--- src/rtl/shift_pipe.sv ---
// shift_pipe: pipelined barrel shifter (SLL/SRA/ROR/SRL), one power-of-two shift step per stage,
// valid/ready on both sides with a global stall; result, valid and zero flag are registered.
module shift_pipe #(
  parameter int WIDTH = 16,
  parameter int SHW   = $clog2(WIDTH)
) (
  input  logic             clk,
  input  logic             rst_n,
  input  logic             In_Valid,
  output logic             In_Ready,
  input  logic [WIDTH-1:0] Shift_In,
  input  logic [SHW-1:0]   Shift_Val,
  input  logic [1:0]       Mode,
  output logic             Out_Valid,
  input  logic             Out_Ready,
  output logic [WIDTH-1:0] Shift_Out,
  output logic             Zero
);
  logic [SHW-1:0]   vld_q, vld_d;
  logic [WIDTH-1:0] dat_q [SHW];
  logic [WIDTH-1:0] dat_d [SHW];
  logic [SHW-1:0]   amt_q [SHW];
  logic [SHW-1:0]   amt_d [SHW];
  logic [1:0]       mode_q [SHW];
  logic [1:0]       mode_d [SHW];
  logic             out_vld_q, out_vld_d, zero_q, zero_d;
  logic [WIDTH-1:0] out_q, out_d;
  logic             stall;

  function automatic logic [WIDTH-1:0] shf(input logic [WIDTH-1:0] d, input logic [1:0] m, input int s);
    logic signed [WIDTH-1:0] sd;
    sd = d;
    if (m == 2'b00) return d << s;
    if (m == 2'b01) return sd >>> s;
    if (m == 2'b10) return (d >> s) | (d << (WIDTH - s));
    return d >> s;
  endfunction

  assign stall     = out_vld_q & ~Out_Ready;
  assign In_Ready  = ~stall;
  assign Out_Valid = out_vld_q;
  assign Shift_Out = out_q;
  assign Zero      = zero_q;

  // register k holds the operand after shift steps 0..k-1; the last step feeds the output register
  always_comb begin
    vld_d[0]  = In_Valid;
    dat_d[0]  = Shift_In;
    amt_d[0]  = Shift_Val;
    mode_d[0] = Mode;
    for (int k = 1; k < SHW; k++) begin
      vld_d[k]  = vld_q[k-1];
      dat_d[k]  = amt_q[k-1][k-1] ? shf(dat_q[k-1], mode_q[k-1], 1 << (k - 1)) : dat_q[k-1];
      amt_d[k]  = amt_q[k-1];
      mode_d[k] = mode_q[k-1];
    end
    out_vld_d = vld_q[SHW-1];
    out_d     = amt_q[SHW-1][SHW-1] ? shf(dat_q[SHW-1], mode_q[SHW-1], 1 << (SHW - 1)) : dat_q[SHW-1];
    zero_d    = out_d == '0;
  end

  always_ff @(posedge clk or negedge rst_n) begin
    if (!rst_n) begin
      vld_q     <= '0;
      dat_q     <= '{default: '0};
      amt_q     <= '{default: '0};
      mode_q    <= '{default: '0};
      out_vld_q <= 1'b0;
      out_q     <= '0;
      zero_q    <= 1'b0;
    end else if (!stall) begin
      vld_q     <= vld_d;
      dat_q     <= dat_d;
      amt_q     <= amt_d;
      mode_q    <= mode_d;
      out_vld_q <= out_vld_d;
      out_q     <= out_d;
      zero_q    <= zero_d;
    end
  end
endmodule

--- config.mk ---
export PLATFORM = sky130hd
export DESIGN_NAME = shift_pipe
export DESIGN_NICKNAME = d
export VERILOG_FILES = /design/src/rtl/shift_pipe.sv
export SDC_FILE = /design/constraint.sdc
export NUM_CORES = 1
export LEC_CHECK = 0
export ABC_AREA = 1
export BUFFER_PORTS_ARGS = -buffer_cell sky130_fd_sc_hd__buf_2
export CELL_PAD_IN_SITES_DETAIL_PLACEMENT = 0
export CELL_PAD_IN_SITES_GLOBAL_PLACEMENT = 1
export CORE_MARGIN = 5
export CORE_UTILIZATION = 48
export DETAILED_ROUTE_END_ITERATION = 8
export PLACE_DENSITY_LB_ADDON = 0.1
export SETUP_SLACK_MARGIN = 0.1
export SYNTH_ARGS = -nofsm -noshare
export SYNTH_HDL_FRONTEND = slang
export SYNTH_SLANG_ARGS = --single-unit
--- constraint.sdc ---
create_clock -name clk -period 3.3 [get_ports clk]
set_input_delay 0.33 -clock clk [delete_from_list [all_inputs] [get_ports clk]]
set_output_delay 0.33 -clock clk [all_outputs]
set_load 0.005 [all_outputs]
* Word level (Yosys, flattened, before mapping)
Cells that the tools add are included.
** Storage, ports and cells
- Output and inout bits :: 19
- Input bits :: 26
- Register bits :: 110
- Word-level logic and storage cells :: 88
** Cells by class
- Equality and inequality tests :: 8
- Bitwise logic cells :: 7
- Mux-type cells :: 52
- Reductions and logical operators :: 5
** Operators with widths (count)
- 2-to-1 mux 16 bit :: 28
- 2-to-1 mux 1 bit :: 24
- zero test 16 bit :: 1
- OR 12 x 16 -> 16 bit :: 1
- OR 14 x 16 -> 16 bit :: 1
- OR 15 x 16 -> 16 bit :: 1
- OR 8 x 16 -> 16 bit :: 1
- == test 2 x 1 -> 1 bit (second input constant) :: 4
- == test 2 bit (second input constant) :: 4
- zero test 2 bit :: 4
- NOT 1 bit :: 2
- bitwise AND 1 bit :: 1

* Logic depth before layout (Yosys ltp)
- Word-level depth :: 10
- Mapped depth :: 11

* Worst setup path before layout
OpenSTA, ideal clock, no wires.
- Kind :: flip-flop to output port
- From :: register out_vld_q (netlist: Out_Valid)
- To :: output In_Ready
- Slack :: 2.038 ns
- Arrival :: 0.932 ns
- Cell stages (with the launch flop) :: 5
- Path buffers :: 3
- Data required time :: 2.970 ns
- Cell sequence :: dfrtp_1 -> nand2_1 -> buf_4 -> buf_2 -> buf_2
** Between the ends
- Cells in the longest elaborated chain, start to end :: 2
** Ends and longest elaborated chain
- start, declared :: RTL line 26 : logic out_vld_q, out_vld_d, zero_q, zero_d;
- start signal, assigned :: RTL line 76 : out_vld_q <= out_vld_d;
- bitwise AND 1 bit :: RTL line 39 : assign stall = out_vld_q & ~Out_Ready;
- NOT 1 bit :: RTL line 40 : assign In_Ready = ~stall;
- end, declared :: RTL line 10 : output logic In_Ready,
No other way between the ends.

* Final worst setup path
- From :: register out_vld_q (netlist: Out_Valid)
- To :: register zero_q (netlist: Zero)
** Between the ends
- Cells in the longest elaborated chain, start to end :: 1
** Ends and longest elaborated chain
- bitwise AND 1 bit :: RTL line 39
- end signal, assigned :: RTL line 78 : zero_q <= zero_d;
- end, declared :: RTL line 26
No other way between the ends.
A chain may end at the register's enable or synchronous reset.

==> impl_metrics.csv <==
group,metric,value,unit
synthesis,synth_cell_types,24,
clock_network,cts_made_buffers,9,
floorplan,die_y,112,um
timing,period_share,0.575,
synthesis,synthCells,637,
cells_and_area,antenna_cells,0,
place,hpwlAfterDp,7.76,mm
cells_and_area,areaGrowthSynthToFinish,8.16,%
floorplan,coreArea,10300,sq um
synthesis,synth_seq_cells,104,
status,outcome,"completed",
worst_setup_path,worst_path_most_repeated_cell,"nand2_1",
power,vdd_drop_max,0.000310,V
floorplan,ios,45,
worst_setup_path,worst_setup_path_start_kind,"flip-flop",
drt,wl_per_cell,13.8,um
run,timing.max_cap.violations,0,
timing,hold_viol_final,0,
floorplan,start_util,0.489,
timing,fmax,0.527,GHz
worst_setup_path,r2r_start,"Out_Valid",
grt,grt_pass1_wl,18.8,mm
drt,vias_per_cell,5.11,
grt,grt_pass1_vias,3870,
worst_setup_path,crit_start,"Out_Valid",
power,leakagePower,2.63,nW
clock_network,clkSinkCount,104,
power,p_sw,2.33,mW
synthesis,synth_xor_area_frac,0,
clock_network,cts_tree,"yes",
floorplan,dieWidth,112,um
grt,grt.total_usage,0.180,
power,p_per_area,965,nW/um^2
timing,slew_headroom,0.307,
worst_setup_path,crit_slowest_cell,"buf_4",
timing,slew_violations,0,
synthesis,synth.net_count,663,
clock_network,clk_pin_slew_worst_paths,0.10,ns
worst_setup_path,reg2reg_slack,1.40,ns
drt,drc,0,
cells_and_area,drive_above_1_share,0.110,
drt,vias,4094,
clock_network,htree_levels,3,
timing,tns,0,ns
grt,grt_max_degree,82,
drt,wl,11.0,mm
synthesis,synth_adder_area_share,0,
power,p_int,2.91,mW
worst_setup_path,max_stage_delay,0.47,ns
floorplan,rows,37,
worst_setup_path,r2r_end,"Zero",
timing,worstMarginPinSlew,1.04,ns
timing,whs,0.101,ns
worst_setup_path,crit_type,"flip-flop to flip-flop",
hold_path,hold_class,"input pin to asynchronous set/reset pin",
synthesis,syn_avg_cell_area,7.89,sq um
synthesis,netlist_area,5030,sq um
drt,dr.first_iter.drc_count,240,
power,p_sw_frac,0.445,
floorplan,die-area,12600,sq um
clock_network,postCtsResizedCells,0,
clock_network,cts_root_buf,"clkbuf_8",
worst_setup_path,crit_path_end_kind,"flip-flop",
clock_network,post-cts-setup-buffers,0,
grt,antenna_found_initial,0,
timing,period_needed,1.90,ns
clock_network,clk_path_buf_depth,2,
grt,overflow,0,
place,globalplace.congestion,0.857,
synthesis,yosys_warnings,0,
power,pwr-share-seq,0.455,
worst_setup_path,cp_data_arrival_time,2.20,ns
timing,rsz0062_at_grt,"no",
timing,fin_worst_skew,0.0142,ns
timing,setup_viol,0,
drt,firstDrtPassIters,4,
synthesis,synth.area.mux_share,0,
worst_setup_path,crit_required,3.61,ns
cells_and_area,finalNetCount,686,
clock_network,hold_buffers,0,
synthesis,seq_area_frac_synth,0.518,
worst_setup_path,crit_path_max_fanout,49,
synthesis,synth_top_family_by_area,"simple AND/OR/NAND/NOR gates",
cells_and_area,fillerInstances,1061,
drt,postRouteAntennaNets,0,
synthesis,synth-compound-area-share,0.193,
worst_setup_path,reg2reg_depth,10,
place,io_buffers,44,
worst_setup_path,cp_cell_sequence,"nand2_4 -> buf_4 -> nand2_1 -> inv_1 -> nand2_1 -> nor2_1 -> nand2_1 -> nor2_1 -> nand3_1 -> nand2_1",
synthesis,yosys.area_share.simple,0.210,
power,comb_power_share,0.404,
power,p_clk_frac,0.141,
clock_network,clk_latency,0.37,ns
==> sequential cells by signal, indices dropped and copies added (netlist names) <==
register,count
dat_q,64
Shift_Out,16
amt_d,9
mode_d,6
vld_q,4
mode_q,2
Out_Valid,1
Zero,1
amt_q,1
==> critical path, delay by kind of cell (launching register included) <==
family	cells	cell delay, ns
buffers and inverters	2	0.54
AND/OR/NAND/NOR	8	0.86
flip-flops	1	0.42
==> synthesized netlist by cell type <==
cell	number	area share
inv_2	5	0.0037
nand2_1	181	0.14
clkinv_1	2	0.0015
buf_2	14	0.014
a211oi_1	1	0.0015
nor2_4	3	0.0067
a31oi_2	1	0.0025
or2_1	3	0.0037
inv_1	46	0.034
a21oi_1	40	0.040
dfrtp_1	104	0.52
o21a_1	1	0.0015
o21ai_0	92	0.092
o211ai_1	4	0.0060
buf_4	4	0.0060
o21ai_1	4	0.0040
o22ai_1	1	0.0012
nor2_1	46	0.034
nor3_1	4	0.0040
a31oi_1	36	0.045
nand3_1	25	0.025
clkbuf_1	15	0.011
or2_0	1	0.0012
buf_6	4	0.0090
==> kinds of logic (layout without fill, tap and decap cells) <==
family | after synthesis | after routing
and+or+nand+nor | 263 | 263
AOI/OAI and AO/OA | 180 | 180
buffers and inverters | 90 | 118
DFF | 104 | 104
==> power groups by stage <==
stage / Combinational, mW / Sequential [mW] / Clock, mW
2_1_floorplan: 1.73 / 2.24 / 0
3_3_place_gp: 2.12 / 2.40 / 0
3_5_place_dp: 2.14 / 2.42 / 0
4_1_cts: 2.15 / 2.39 / 0.759
5_1_grt: 2.47 / 2.48 / 0.818
6_report: 2.12 / 2.39 / 0.739
==> worst max path at each step <==
stage                           to  slack, ns  cells after the start
final                         Zero       1.40                     10
after global routing          Zero       1.19                     10
after CTS                     Zero       1.39                     10
after detailed placement      Zero       1.36                     12
after global placement        Zero       1.40                     12
after floorplan           In_Ready       2.04                      4
==> layout by cell type, fill, tap and decap left out, types with 2 or more instances in the layout <==
| master | count |
|---|---|
| dfrtp_1 | 104 |
| inv_2 | 5 |
| clkbuf_1 | 2 |
| nand2_1 | 180 |
| nor3_1 | 4 |
| inv_1 | 46 |
| nor2_4 | 3 |
| or2_1 | 3 |
| a21oi_1 | 40 |
| o211ai_1 | 4 |
| clkinv_1 | 2 |
| o21ai_1 | 4 |
| clkbuf_8 | 9 |
| nor2_1 | 46 |
| clkinvlp_4 | 3 |
| o21ai_0 | 92 |
| nand3_1 | 25 |
| buf_2 | 43 |
| buf_4 | 6 |
| a31oi_1 | 36 |
==> metrics by stage <==
stage | cells | total power [mW] | setup slack [ns] | cell area, sq um | utilization
after floorplan | 637 | 3.97 | 2.04 | 5030 | -
after global placement | 785 | 4.52 | 1.40 | 5270 | 0.512
after detailed placement | 785 | 4.56 | 1.36 | 5270 | 0.512
after CTS | 801 | 5.30 | 1.39 | 5440 | 0.529
after global routing | 801 | 5.77 | 1.19 | 5440 | 0.529
final | 801 | 5.25 | 1.40 | 5440 | 0.529
==> cell type report <==
cell class	count	area, sq um	area share
clock buffers	11	131	0.0242
clock inverters	5	42.5	0.00782
inverters	53	199	0.0366
multi-input cells	443	2030	0.374
flip-flops and latches	104	2600	0.478
well taps	136	170	0.0313
repair buffers	49	260	0.0478
==> routing by layer <==
metal / wire, um / vias to the layer above / track usage
met5: 0 / - / 0
li1: - / 2144 / -
met2: 5340 / 66 / 0.303
met1: 5150 / 1863 / 0.239
met4: 229 / 0 / 0.0593
met3: 288 / 21 / 0.0270
Note: power is estimated with default switching activity, not from simulation.
